===== src/rtl/signed_vector_addition_seq_pkg.sv =====
// Shared widths, field offsets, saturation limits and FSM encoding for the
// sequential signed vector adder.
package signed_vector_addition_seq_pkg;

   localparam int COMP_W = 19;
   localparam int VEC_W  = 3 * COMP_W;

   localparam int X_LSB = 38;
   localparam int Y_LSB = 19;
   localparam int Z_LSB = 0;

   typedef logic [COMP_W-1:0] comp_t;
   typedef logic [VEC_W-1:0]  vec_t;

   localparam comp_t SAT_POS = {1'b0, {(COMP_W-1){1'b1}}};
   localparam comp_t SAT_NEG = {1'b1, {(COMP_W-1){1'b0}}};

   typedef enum logic [2:0] {
      IDLE,
      ADD_X,
      ADD_Y,
      ADD_Z,
      DONE
   } state_e;

endpackage


===== src/rtl/signed_vector_addition_seq_if.sv =====
// Operand/result handshake bundle; master drives operands and out_ready,
// slave (the adder) drives in_ready and the result.
interface signed_vector_addition_seq_if;
   import signed_vector_addition_seq_pkg::*;

   logic       in_valid;
   logic       in_ready;
   vec_t       in_vector_1;
   vec_t       in_vector_2;
   logic       out_valid;
   logic       out_ready;
   vec_t       out_vector;
   logic [2:0] out_overflow;

   modport master (
      output in_valid, in_vector_1, in_vector_2, out_ready,
      input  in_ready, out_valid, out_vector, out_overflow
   );

   modport slave (
      input  in_valid, in_vector_1, in_vector_2, out_ready,
      output in_ready, out_valid, out_vector, out_overflow
   );

endinterface


===== src/rtl/signed_vector_addition_seq_component_adder.sv =====
// Combinational signed component adder with overflow flag; optional clamp to
// the representable range on overflow.
module signed_vector_addition_seq_component_adder
   import signed_vector_addition_seq_pkg::*;
#(
   parameter bit SATURATE = 1'b0
) (
   input  comp_t a_i,
   input  comp_t b_i,
   output comp_t sum_o,
   output logic  ovf_o
);

   logic [COMP_W:0] sum_wide;

   assign sum_wide = {a_i[COMP_W-1], a_i} + {b_i[COMP_W-1], b_i};
   // The extra top bit is the true sign; disagreement with the narrow sign means overflow.
   assign ovf_o    = sum_wide[COMP_W] ^ sum_wide[COMP_W-1];

   generate
      if (SATURATE) begin : g_sat
         assign sum_o = ovf_o ? (sum_wide[COMP_W] ? SAT_NEG : SAT_POS)
                              : sum_wide[COMP_W-1:0];
      end else begin : g_wrap
         assign sum_o = sum_wide[COMP_W-1:0];
      end
   endgenerate

endmodule


===== src/rtl/signed_vector_addition_seq.sv =====
// Adds two packed signed 3-D vectors one component per cycle through a shared adder.
// Result valid 4 edges after accept (counting the accept edge); holds in DONE while out_ready is low.
module signed_vector_addition_seq
   import signed_vector_addition_seq_pkg::*;
#(
   parameter bit SATURATE = 1'b0
) (
   input  logic                         clk,
   input  logic                         rst_n,
   signed_vector_addition_seq_if.slave  bus
);

   state_e     state_q;
   vec_t       op1_q;
   vec_t       op2_q;
   vec_t       res_q;
   logic [2:0] ovf_q;
   logic       in_ready_q;
   logic       out_valid_q;

   comp_t      opa;
   comp_t      opb;
   comp_t      sum;
   logic       ovf;

   always_comb begin
      opa = op1_q[Z_LSB +: COMP_W];
      opb = op2_q[Z_LSB +: COMP_W];
      case (state_q)
         ADD_X: begin
            opa = op1_q[X_LSB +: COMP_W];
            opb = op2_q[X_LSB +: COMP_W];
         end
         ADD_Y: begin
            opa = op1_q[Y_LSB +: COMP_W];
            opb = op2_q[Y_LSB +: COMP_W];
         end
         default: ;
      endcase
   end

   signed_vector_addition_seq_component_adder #(
      .SATURATE (SATURATE)
   ) u_adder (
      .a_i   (opa),
      .b_i   (opb),
      .sum_o (sum),
      .ovf_o (ovf)
   );

   always_ff @(posedge clk) begin
      if (!rst_n) begin
         state_q     <= IDLE;
         op1_q       <= '0;
         op2_q       <= '0;
         res_q       <= '0;
         ovf_q       <= '0;
         in_ready_q  <= 1'b1;
         out_valid_q <= 1'b0;
      end else begin
         case (state_q)
            IDLE: begin
               if (bus.in_valid) begin
                  op1_q      <= bus.in_vector_1;
                  op2_q      <= bus.in_vector_2;
                  in_ready_q <= 1'b0;
                  state_q    <= ADD_X;
               end
            end
            ADD_X: begin
               res_q[X_LSB +: COMP_W] <= sum;
               ovf_q[2]               <= ovf;
               state_q                <= ADD_Y;
            end
            ADD_Y: begin
               res_q[Y_LSB +: COMP_W] <= sum;
               ovf_q[1]               <= ovf;
               state_q                <= ADD_Z;
            end
            ADD_Z: begin
               res_q[Z_LSB +: COMP_W] <= sum;
               ovf_q[0]               <= ovf;
               out_valid_q            <= 1'b1;
               state_q                <= DONE;
            end
            DONE: begin
               if (bus.out_ready) begin
                  out_valid_q <= 1'b0;
                  in_ready_q  <= 1'b1;
                  state_q     <= IDLE;
               end
            end
            default: begin
               out_valid_q <= 1'b0;
               in_ready_q  <= 1'b1;
               state_q     <= IDLE;
            end
         endcase
      end
   end

   assign bus.in_ready     = in_ready_q;
   assign bus.out_valid    = out_valid_q;
   assign bus.out_vector   = res_q;
   assign bus.out_overflow = ovf_q;

endmodule

===== src/flat_wrapper.sv =====
// flat-port wrapper written by rule: the top's interface ports become plain ports
module signed_vector_addition_seq_flat import signed_vector_addition_seq_pkg::*;
#(
   parameter bit SATURATE = 1'b0
)
  (clk, rst_n, bus_in_valid, bus_in_vector_1, bus_in_vector_2, bus_out_ready, bus_in_ready, bus_out_valid, bus_out_vector, bus_out_overflow);
  signed_vector_addition_seq_if bus_i ();
  input  logic clk;
  input  logic rst_n;
  input wire logic [$bits(bus_i.in_valid)-1:0] bus_in_valid;
  input wire logic [$bits(bus_i.in_vector_1)-1:0] bus_in_vector_1;
  input wire logic [$bits(bus_i.in_vector_2)-1:0] bus_in_vector_2;
  input wire logic [$bits(bus_i.out_ready)-1:0] bus_out_ready;
  output wire logic [$bits(bus_i.in_ready)-1:0] bus_in_ready;
  output wire logic [$bits(bus_i.out_valid)-1:0] bus_out_valid;
  output wire logic [$bits(bus_i.out_vector)-1:0] bus_out_vector;
  output wire logic [$bits(bus_i.out_overflow)-1:0] bus_out_overflow;
  assign bus_i.in_valid = bus_in_valid;
  assign bus_i.in_vector_1 = bus_in_vector_1;
  assign bus_i.in_vector_2 = bus_in_vector_2;
  assign bus_i.out_ready = bus_out_ready;
  assign bus_in_ready = bus_i.in_ready;
  assign bus_out_valid = bus_i.out_valid;
  assign bus_out_vector = bus_i.out_vector;
  assign bus_out_overflow = bus_i.out_overflow;
  signed_vector_addition_seq #(.SATURATE(SATURATE)) u_core (.clk(clk), .rst_n(rst_n), .bus(bus_i));
endmodule

===== config.mk =====
export PLATFORM = sky130hd
export DESIGN_NAME = signed_vector_addition_seq_flat
export DESIGN_NICKNAME = d
export VERILOG_FILES = /design/src/rtl/signed_vector_addition_seq_pkg.sv /design/src/rtl/signed_vector_addition_seq_if.sv /design/src/rtl/signed_vector_addition_seq_component_adder.sv /design/src/rtl/signed_vector_addition_seq.sv /design/src/flat_wrapper.sv
export SDC_FILE = /design/constraint.sdc
export NUM_CORES = 1
export LEC_CHECK = 0
export BUFFER_PORTS_ARGS = -buffer_cell sky130_fd_sc_hd__buf_2
export CAP_MARGIN = 5
export CORE_MARGIN = 2
export CORE_UTILIZATION = 50
export DETAILED_ROUTE_END_ITERATION = 8
export GPL_TIMING_DRIVEN = 1
export PLACE_DENSITY = 0.74
export SYNTH_ARGS = -nofsm -noshare
export SYNTH_HDL_FRONTEND = slang
export SYNTH_HIERARCHICAL = 1
export SYNTH_SLANG_ARGS = --single-unit

===== constraint.sdc =====
create_clock -name clk -period 5.1 [get_ports clk]
set_input_delay 0.51 -clock clk [delete_from_list [all_inputs] [get_ports clk]]
set_output_delay 0.51 -clock clk [all_outputs]
set_load 0.02 [all_outputs]

==> implementation parameters <==
Parameter                              Value

Logic synthesis
  Total standard cell area after synthesis    8297 um^2
  Cell accounting for the most synthesized area    sky130_fd_sc_hd__dfxtp_1
  Count of yosys warnings during synthesis    6
  Prevailing post-synth register cell    sky130_fd_sc_hd__dfxtp_1
  Number of different library cells in the post-synthesis netlist    50
  Net count of the mapped netlist    1179
  Cell count after synthesis    ~1000
  Most area-consuming cells after synthesis    sky130_fd_sc_hd__dfxtp_1, sky130_fd_sc_hd__nand2_1, sky130_fd_sc_hd__a21boi_0
  Top cell type's share of synthesized area    43.19%
  Count of flip-flops with a built-in enable after synthesis    0
  Post-synthesis register bit count    179
  Post-Synthesis Mean Instance Area    7.970 um^2
  Proportion of register bits with asynchronous set or reset after synthesis    0%
  Portion of the post-synthesis area used by sequential elements    43.19%

CTS
  Post-CTS Hold Fix Bufs    0
  Worst-skew pair later-pin latency    roughly 0.43 ns
  Clock Path Buffers    2
  TritonCTS Sinks    around 180
  H-Tree Depth    4
  Num CTS Buffers    17
  Clock tree from TritonCTS    built
  Number of post-CTS setup repair buffers    0
  Clock input transition at the sequential cells of the worst setup and hold paths    0.07 ns
  CTS Root Buffer Type    sky130_fd_sc_hd__clkbuf_16
  Count of instances resized after the clock tree is built    0

Route
  Via count    7459
  Post-detailed-route count of antenna-violating nets    0
  Drt wl/cell    15.26 um
  Via density per instance    about 5.3
  Post-route DRC    0
  Pre-antenna DRT Iters    5
  Initial DRC Count    529
  Total length of routed wires    21400 um

Timing
  Post-layout minimum cycle time    4.099 ns
  Final count of negative-setup-slack endpoints    0
  Slew Limit Fails    0
  Final sum of negative setup slack    0 ns
  Maximum clock skew at final layout    0.01011 ns
  Fmax achieved    0.2440 GHz
  Final-report hold violation count    0
  Worst-case setup margin in the final layout    1.001 ns
  Worst relative slew slack    27.66%
  RSZ-0062 raised after global routing    false
  Worst-margin pin slew    1.085 ns
  Final clock period utilization by the worst path    80.37%

Placement
  Number of buffers added on ports    179
  Global placement routability congestion    0.8933
  Pre-CTS worst setup slack    1.126 ns
  HPWL reported at the end of detailed placement    14840 um

Setup path
  Slowest stage delay, CP    0.76 ns
  Most prevalent standard cell on the critical path    sky130_fd_sc_hd__nand2_1
  Critical path start-end classification    register to register
  Setup crit end kind    register
  Top fanout value on the critical path    41
  Reg2reg setup slack    between 1 and 1.5 ns
  Slowest CP cell    sky130_fd_sc_hd__or3b_2
  Critical path arrival    4.45 ns
  Critical path buffer and inverter count    1
  Worst-path cell chain    or3b_2 > nand3_1 > nand2_1 > ha_1 > inv_1 > fa_1 > nor2b_1 > o211ai_1 > nand2_1 > a31o_1 > a41o_1 > xor2_1 > nand2_1 > a21boi_0
  CP delay by family, top    simple AND/OR/NAND/NOR gates
  Startpoint class of the critical path    register
  Required time reported for the critical path endpoint    5.45 ns

Finish
  Commonest cells after routing, fill and taps aside    sky130_fd_sc_hd__nand2_1, sky130_fd_sc_hd__dfxtp_1, sky130_fd_sc_hd__buf_2
  Antenna Diode Count    0
  Nets    approximately 1300
  Most common cell after layout, fill and taps aside    sky130_fd_sc_hd__nand2_1
  Share of layout cells above drive strength 1    19.80%
  Layout overhead on the synthesized area    19.27%

Floorplan
  Die outline height    132.8 um
  Count of pins on the block boundary    180
  Die ar.    about 18000 um^2
  Die Width    132.8 um
  Placement row count    47
  Core outline area    16410 um^2
  Starting density of the core    50.57%

Job
  Count of max-cap constraint violations    0

Global route
  Sum of overflow across all layers after global routing    0
  Number of global-route vias before repair    roughly 6800
  Global-route wire length before repair    about 34000 um
  Aggregate global-route resource usage    approximately a quarter
  Largest net degree at the start of global routing    117
  Number of antenna violations at the first check in global routing    0

Pwr
  Power density cells    362.3 nW/um^2
  Max IR drop VDD    0.2492 mV
  Leakage    4.267 nW

Run status
  Result of the run    finished, final reports clean

Min path
  Hold/Removal Path Class    input port to register
## state kept, by name, indices dropped and copies added, names as in the netlist
register,cells
u_core/bus.out_vector,57
u_core/op1_q,57
u_core/op2_q,57
u_core/bus.out_overflow,3
u_core/state_q,3
u_core/bus.in_ready,1
u_core/bus.out_valid,1
## per-stage QoR
step	instances	total power, mW	util [%]	cell area, um^2	hold WS [ns]
2_1_floorplan	1041	1.951	-	8297	0.4347
3_3_place_gp	1370	2.127	56.21	9223	0.4416
3_5_place_dp	1370	2.134	56.21	9223	0.4456
4_1_cts	1402	3.602	60.31	9896	0.2940
5_1_grt	1402	3.728	60.31	9896	0.3085
6_report	1402	3.586	60.31	9896	0.3062
## synthesized netlist by cell type, types with 7 or more instances
master	number
sky130_fd_sc_hd__a21boi_1	50
sky130_fd_sc_hd__ha_1	19
sky130_fd_sc_hd__xnor2_1	12
sky130_fd_sc_hd__nor2_1	7
sky130_fd_sc_hd__buf_2	16
sky130_fd_sc_hd__a21boi_0	126
sky130_fd_sc_hd__a21oi_1	15
sky130_fd_sc_hd__nand2_1	398
sky130_fd_sc_hd__a22oi_1	38
sky130_fd_sc_hd__a21o_1	9
sky130_fd_sc_hd__clkbuf_1	55
sky130_fd_sc_hd__nand3_1	40
sky130_fd_sc_hd__dfxtp_1	179
sky130_fd_sc_hd__inv_1	8
## worst paths after layout
path | endpoint | startpoint | cells past startpoint
setup / recovery | u_core/bus.out_vector[18] | u_core/state_q[2] | 14
hold reg to reg | u_core/op1_q[8] | u_core/op1_q[8] | 2
hold / removal | u_core/op1_q[20] | bus_in_vector_1[20] | 3
setup reg to reg | u_core/bus.out_vector[18] | u_core/state_q[2] | 14
## where the power goes
part           total (mW)  internal [mW]  switching (mW)
clock network        1.48          0.933           0.542
logic               0.574          0.204           0.370
registers            1.54           1.48          0.0523
## tightest hold or removal path: cells and delay by family
family	cells	cell delay (ns)
AOI/OAI and AO/OA	1	0.05
buffers and inverters	1	0.09
and+or+nand+nor	1	0.04
## logic make-up after synthesis
kind of cell,count (synthesis),synth area share (%)
AO/OA/AOI/OAI,268,24.33
XOR/XNOR,15,1.584
adder cells (fa/ha/maj),20,3.107
buffers and inverters,89,4.539
flip-flops,179,43.19
AND/OR/NAND/NOR,470,23.25
## metal layers
layer	vias to the layer above	share of wire [%]	global-route usage (%)
met3	29	5.6	4.291
li1	3742	-	-
met5	-	0	0
met2	239	46	38.95
met1	3449	47	33.72
met4	0	1.9	8.423
## layout make-up
class                   instances  area [um^2]
fillers                      1480         6511
multi-input cells             773         4353
flip-flops and latches        179         3583
repair buffers                190        980.9
clock buffers                  19        442.9
well taps                     220        275.3
clock inverters                13        230.2
inverters                       8        30.03
Note: power is estimated with default switching activity, not from simulation.
